`config.mk`:
```
export PLATFORM = sky130hd
export DESIGN_NAME = lcd_fill_sequencer
export DESIGN_NICKNAME = d
export VERILOG_FILES = /design/src/rtl/lcd_fill_sequencer.sv
export SDC_FILE = /design/constraint.sdc
export NUM_CORES = 1
export LEC_CHECK = 0
export ABC_AREA = 1
export CAP_MARGIN = 10
export CORE_MARGIN = 2
export CORE_UTILIZATION = 40
export DETAILED_ROUTE_END_ITERATION = 16
export GPL_TIMING_DRIVEN = 0
export PLACE_DENSITY = 0.64
export SETUP_SLACK_MARGIN = 0.2
export SLEW_MARGIN = 20
export SYNTH_ARGS = -nofsm -noshare
export SYNTH_HDL_FRONTEND = slang
export SYNTH_SLANG_ARGS = --single-unit
```
`constraint.sdc`:
```
create_clock -name up_clk -period 7.2 [get_ports up_clk]
set_input_delay 1.44 -clock up_clk [delete_from_list [all_inputs] [get_ports up_clk]]
set_output_delay 1.44 -clock up_clk [all_outputs]
set_load 0.05 [all_outputs]
```
`src/rtl/lcd_fill_sequencer.sv`:
```
// Rectangle-fill bus master for the ST7789 register block: programs colour once,
// then window + pixel-write per pixel in row-major order, polling status between pixels.
module lcd_fill_sequencer #(
  parameter int          AW      = 11,
  parameter logic [15:0] SPI_DIV = 16'd0,
  parameter int          TIMEOUT = 4096
) (
  input  logic          up_clk,
  input  logic          up_rst,
  input  logic          cmd_valid,
  output logic          cmd_ready,
  input  logic [15:0]   cmd_x0,
  input  logic [15:0]   cmd_y0,
  input  logic [15:0]   cmd_x1,
  input  logic [15:0]   cmd_y1,
  input  logic [15:0]   cmd_color,
  input  logic          cmd_abort,
  output logic          done,
  output logic          err,
  output logic          busy,
  output logic [31:0]   pix_cnt,
  output logic          m_wreq,
  output logic [AW:0]   m_waddr,
  output logic [31:0]   m_wdata,
  input  logic          m_wack,
  output logic          m_rreq,
  output logic [AW:0]   m_raddr,
  input  logic [31:0]   m_rdata,
  input  logic          m_rack
);

  localparam logic [AW:0] ADDR_CFG    = (AW+1)'(0);
  localparam logic [AW:0] ADDR_STATUS = (AW+1)'(1);
  localparam logic [AW:0] ADDR_ADDRH  = (AW+1)'(2);
  localparam logic [AW:0] ADDR_ADDRL  = (AW+1)'(3);
  localparam logic [AW:0] ADDR_COLOR  = (AW+1)'(4);
  localparam logic [31:0] TIMEOUT_W   = 32'(TIMEOUT);

  typedef enum logic [3:0] {
    WAIT_INIT,
    IDLE,
    WR_COLOR,
    WR_ADDRH,
    WR_ADDRL,
    WR_CFG,
    POLL_LO,
    POLL_HI,
    NEXT
  } state_t;

  state_t      state;
  state_t      wr_next;
  logic [AW:0] wr_addr;
  logic [31:0] wr_data;
  logic [15:0] x, y, x0, x1, y1, color;
  logic        abort_pend;
  logic        issued;
  logic [31:0] poll_cnt;
  logic        poll_expired;
  logic        abort_now;
  logic        last_pixel;
  logic        unused_rdata;

  assign poll_expired = (poll_cnt + 32'd1) >= TIMEOUT_W;
  assign abort_now    = abort_pend | cmd_abort;
  assign last_pixel   = (x == x1) && (y == y1);
  assign unused_rdata = ^{m_rdata[31:6], m_rdata[2:0]};

  // Address, data and successor for whichever register write the current state performs.
  always_comb begin
    wr_addr = ADDR_CFG;
    wr_data = 32'd0;
    wr_next = IDLE;
    case (state)
      WR_COLOR: begin
        wr_addr = ADDR_COLOR;
        wr_data = {16'd0, color};
        wr_next = WR_ADDRH;
      end
      WR_ADDRH: begin
        wr_addr = ADDR_ADDRH;
        wr_data = {x, y};
        wr_next = WR_ADDRL;
      end
      WR_ADDRL: begin
        wr_addr = ADDR_ADDRL;
        wr_data = {x, y};
        wr_next = WR_CFG;
      end
      WR_CFG: begin
        wr_addr = ADDR_CFG;
        wr_data = {SPI_DIV, 16'h0001};
        wr_next = POLL_LO;
      end
      default: ;
    endcase
  end

  // Each bus state first raises its request for one cycle, then waits for the ack;
  // 'issued' separates those two halves so a new request never overlaps an open one.
  always_ff @(posedge up_clk or posedge up_rst) begin
    if (up_rst) begin
      state      <= WAIT_INIT;
      cmd_ready  <= 1'b0;
      done       <= 1'b0;
      err        <= 1'b0;
      busy       <= 1'b0;
      pix_cnt    <= 32'd0;
      m_wreq     <= 1'b0;
      m_waddr    <= '0;
      m_wdata    <= 32'd0;
      m_rreq     <= 1'b0;
      m_raddr    <= '0;
      x          <= 16'd0;
      y          <= 16'd0;
      x0         <= 16'd0;
      x1         <= 16'd0;
      y1         <= 16'd0;
      color      <= 16'd0;
      abort_pend <= 1'b0;
      issued     <= 1'b0;
      poll_cnt   <= 32'd0;
    end else begin
      m_wreq <= 1'b0;
      m_rreq <= 1'b0;
      done   <= 1'b0;
      err    <= 1'b0;
      if (cmd_abort && state != IDLE && state != WAIT_INIT)
        abort_pend <= 1'b1;

      case (state)
        IDLE: begin
          busy       <= 1'b0;
          cmd_ready  <= 1'b1;
          abort_pend <= 1'b0;
          if (cmd_valid && cmd_ready) begin
            cmd_ready <= 1'b0;
            pix_cnt   <= 32'd0;
            x0        <= cmd_x0;
            x1        <= cmd_x1;
            y1        <= cmd_y1;
            color     <= cmd_color;
            x         <= cmd_x0;
            y         <= cmd_y0;
            if (cmd_x1 < cmd_x0 || cmd_y1 < cmd_y0) begin
              err <= 1'b1;
            end else begin
              busy  <= 1'b1;
              state <= WR_COLOR;
            end
          end
        end

        WR_COLOR, WR_ADDRH, WR_ADDRL, WR_CFG: begin
          if (!issued) begin
            m_wreq  <= 1'b1;
            m_waddr <= wr_addr;
            m_wdata <= wr_data;
            issued  <= 1'b1;
          end else if (m_wack) begin
            issued   <= 1'b0;
            poll_cnt <= 32'd0;
            state    <= wr_next;
          end
        end

        WAIT_INIT, POLL_LO, POLL_HI: begin
          if (!issued) begin
            m_rreq  <= 1'b1;
            m_raddr <= ADDR_STATUS;
            issued  <= 1'b1;
          end else if (m_rack) begin
            issued <= 1'b0;
            if (state == WAIT_INIT) begin
              if (m_rdata[3])
                state <= IDLE;
            end else if ((state == POLL_LO && !m_rdata[5]) ||
                         (state == POLL_HI && m_rdata[5] && !m_rdata[4])) begin
              poll_cnt <= 32'd0;
              state    <= (state == POLL_LO) ? POLL_HI : NEXT;
            end else if (poll_expired) begin
              err        <= 1'b1;
              abort_pend <= 1'b0;
              state      <= IDLE;
            end else begin
              poll_cnt <= poll_cnt + 32'd1;
            end
          end
        end

        NEXT: begin
          pix_cnt    <= pix_cnt + 32'd1;
          abort_pend <= 1'b0;
          if (abort_now || last_pixel) begin
            done  <= 1'b1;
            state <= IDLE;
          end else begin
            // Compare before increment so a corner at 16'hFFFF ends instead of wrapping.
            if (x == x1) begin
              x <= x0;
              y <= y + 16'd1;
            end else begin
              x <= x + 16'd1;
            end
            state <= WR_ADDRH;
          end
        end

        default: state <= WAIT_INIT;
      endcase
    end
  end

endmodule

```
==> flow_summary.toml <==
[yosys]
avgSynthCellArea_um2 = 7.57
synth_warnings = 0
synthCells = 1562
synth_cell_types = 49
synth.top_cell.area_share_pct = 44.0
synth_edf_count = 0
yosysTopAreaCell = "dfrtp_1"
synth_area_leaders = "dfrtp_1, nand2_1, inv_1, o21ai_0, nor2_1"
synthesis.area_um2 = 11800
synth-main-ff-cell = "dfrtp_1"
ys_seq_elements = 208
async_reset_ff_share_pct = 100
yosysSeqAreaShare_pct = 44.0

[drt]
post_drt_wl_per_cell_um = 16.0
vias = 11100
vias_per_cell = 5.08
drc = 0
firstDrtPassIters = 5
wl_mm = 34.9
drtIter0Drc = 837
final_antenna_net_count = 0

[place]
place.gp.congestion = 0.931
dpl.hpwl_mm = 26.9
numPortBuffers = 162
placed_area_um2 = 14100
placed_cells = 2133

[layout]
synthToLayoutAreaGrowth_pct = 26.7
final_cell_mix = "nand2_1, dfrtp_1, clkdlybuf4s50_1"
stdcell_count = 2176
drive_gt1_share_pct = 7.03
fin_area_um2 = 15000
final_common_cell = "nand2_1"
diodes = 0
final_nets = 1927

[cts]
ctsHoldBuffers = 0
cts_setup_buffers = 0
cts_sinks = 208
htreeDepth = 1
clkLatencyLatePin_ps = 520
cts_tree = "built"
clock-root-buffer = "clkbuf_16"
cts_buffers = 24
clkTransAtPathRegs_ps = 60
cts_resized = 0
clock_path_buffers = 3

[worst_setup_path]
path_cells = "clkdlybuf4s50_1 > inv_1 > ha_1 > nand2_1 > o21ai_0 > a21oi_1 > o21ai_0 > nand2_1 > nand2_1 > nand3_1 > nand2_1 > nand2_1"
path_delay_family = "simple AND/OR/NAND/NOR gates"
cpMostUsedCell = "nand2_1"
startpoint_type = "input port"
critical_path.slowest_cell = "clkdlybuf4s50_1"
worstRegToRegCells = 10
crit_buf_inv = 2
path_max_fanout = 5
slowest_delay_ps = 460
r2r-start = "state[3]"
critPathKind = "in -> reg"
cp.arrival_ps = 3820
cp.required_ps = 7600
end_kind = "flip-flop"
r2r_end = "pix_cnt[30]"
r2r_slack_ps = 4320

[timing]
finalHoldViolCount = 0
relSlewSlack_pct = 43.8
tightest_slew_ps = 843
period_minus_slack_ps = 3420
setup_tns_ps = 0
drv_slew = 0
timing.final.crit_share_pct = 47.4
rsz0062_at_grt = "no"
setup_viol = 0
timing.fmax_ghz = 0.293
clock_skew_ps = 9.52

[global_route]
antenna_found_initial = 1
grt_max_degree = 35
grt.total_usage_pct = 22.6
grt_pass1_vias = 10400
grt-ovfl-total = 0
grt_first_pass_wirelength_mm = 55.5

[floorplan]
die_x_um = 176
placementRows = 62
io_pins = 212
die-height_um = 176
start_util_pct = 40.9
core_area_um2 = 28900
die-area_um2 = 30900

[worst_hold_path]
hold_depth = 2
hp-start = "color[10]"
hp-class = "reg -> reg"
hold_path_end = "color[10]"

[run]
drv_cap = 0

[power_and_ir_drop]
peakVddDrop_v = 0.000210
cellLeakagePower_nw = 7.04
finalPower_mw = 5.60
power_density_nw_per_um2 = 374

[run_status]
status = "completed"
==> registers in the layout, indices dropped and copies added (netlist names), 3 cells and up <==
register	count
color	16
m_waddr	3
m_wdata	32
pix_cnt	32
poll_cnt	32
state	4
x	16
x0	16
x1	16
y	16
y1	16
==> cells by family (layout without fill, tap and decap cells) <==
group / after synthesis / count (layout) / synth area share [%]
other: 1 / 20 / 0.0317
xor gates and xnor gates: 47 / 47 / 3.48
buffers and inverters: 230 / 441 / 8.35
AOI/OAI and AO/OA: 244 / 244 / 11.4
adders and majority gates: 34 / 34 / 3.60
and+or+nand+nor: 790 / 790 / 28.4
muxes: 8 / 8 / 0.688
DFF: 208 / 208 / 44.0
==> worst max-delay path by stage <==
stage,from,endpoint,depth (start not counted)
3_3_place_gp,up_rst,x1[4],2
4_1_cts,cmd_y0[3],state[0],12
5_1_grt,cmd_x0[15],state[0],12
6_report,cmd_y0[3],state[0],12
2_1_floorplan,up_rst,abort_pend,1
3_5_place_dp,cmd_y0[3],state[0],12
==> report_power, final <==
group / internal (mW) / total [mW] / switching (mW)
sequential: 1.57 / 1.95 / 0.379
combinational: 0.794 / 2.33 / 1.53
clock: 0.826 / 1.32 / 0.498
==> metal layers <==
layer	vias to the layer above	global-route usage, %	wire length, um
met4	2	5.51	787
met3	50	3.53	2200
met5	-	0	12
met2	357	35.5	15600
met1	5185	32.8	16300
li1	5462	-	-
==> worst register-to-register path: stages (launching register included) <==
cell and delay (ps):
dfrtp_1 420, nor2_2 250, inv_1 110, nor2_2 250
inv_1 120, nor2_2 400, inv_2 160, clkbuf_1 350
clkbuf_1 440, nand3_1 160, o21ai_0 90
==> cells in the mapped netlist, types with 21 or more instances <==
cell	instances
nand4_1	30
a21oi_1	76
ha_1	34
clkbuf_1	35
nand3_1	70
nand2_1	472
nor2_1	129
buf_4	22
xor2_1	35
nor3_1	32
a22oi_1	21
o21ai_0	116
dfrtp_1	208
inv_1	155
==> area by class of cell <==
type	count	area, um^2
inverters	162	613
clock inverters	11	161
well taps	384	480
flip-flops and latches	208	5200
plain buffers	68	378
clock buffers	32	702
multi-input cells	1143	5700
fillers	2794	14000
repair buffers	168	1740
==> metrics by stage <==
| stage | util [%] | hold WS [ps] | setup slack (ps) |
|---|---|---|---|
| 2_1_floorplan | - | 442 | 3060 |
| 3_3_place_gp | 48.4 | 455 | 1300 |
| 3_5_place_dp | 48.8 | 459 | 3310 |
| 4_1_cts | 51.8 | 473 | 3850 |
| 5_1_grt | 51.8 | 493 | 3580 |
| 6_report | 51.8 | 469 | 3780 |
No activity file was read; power rests on OpenSTA's default activity.
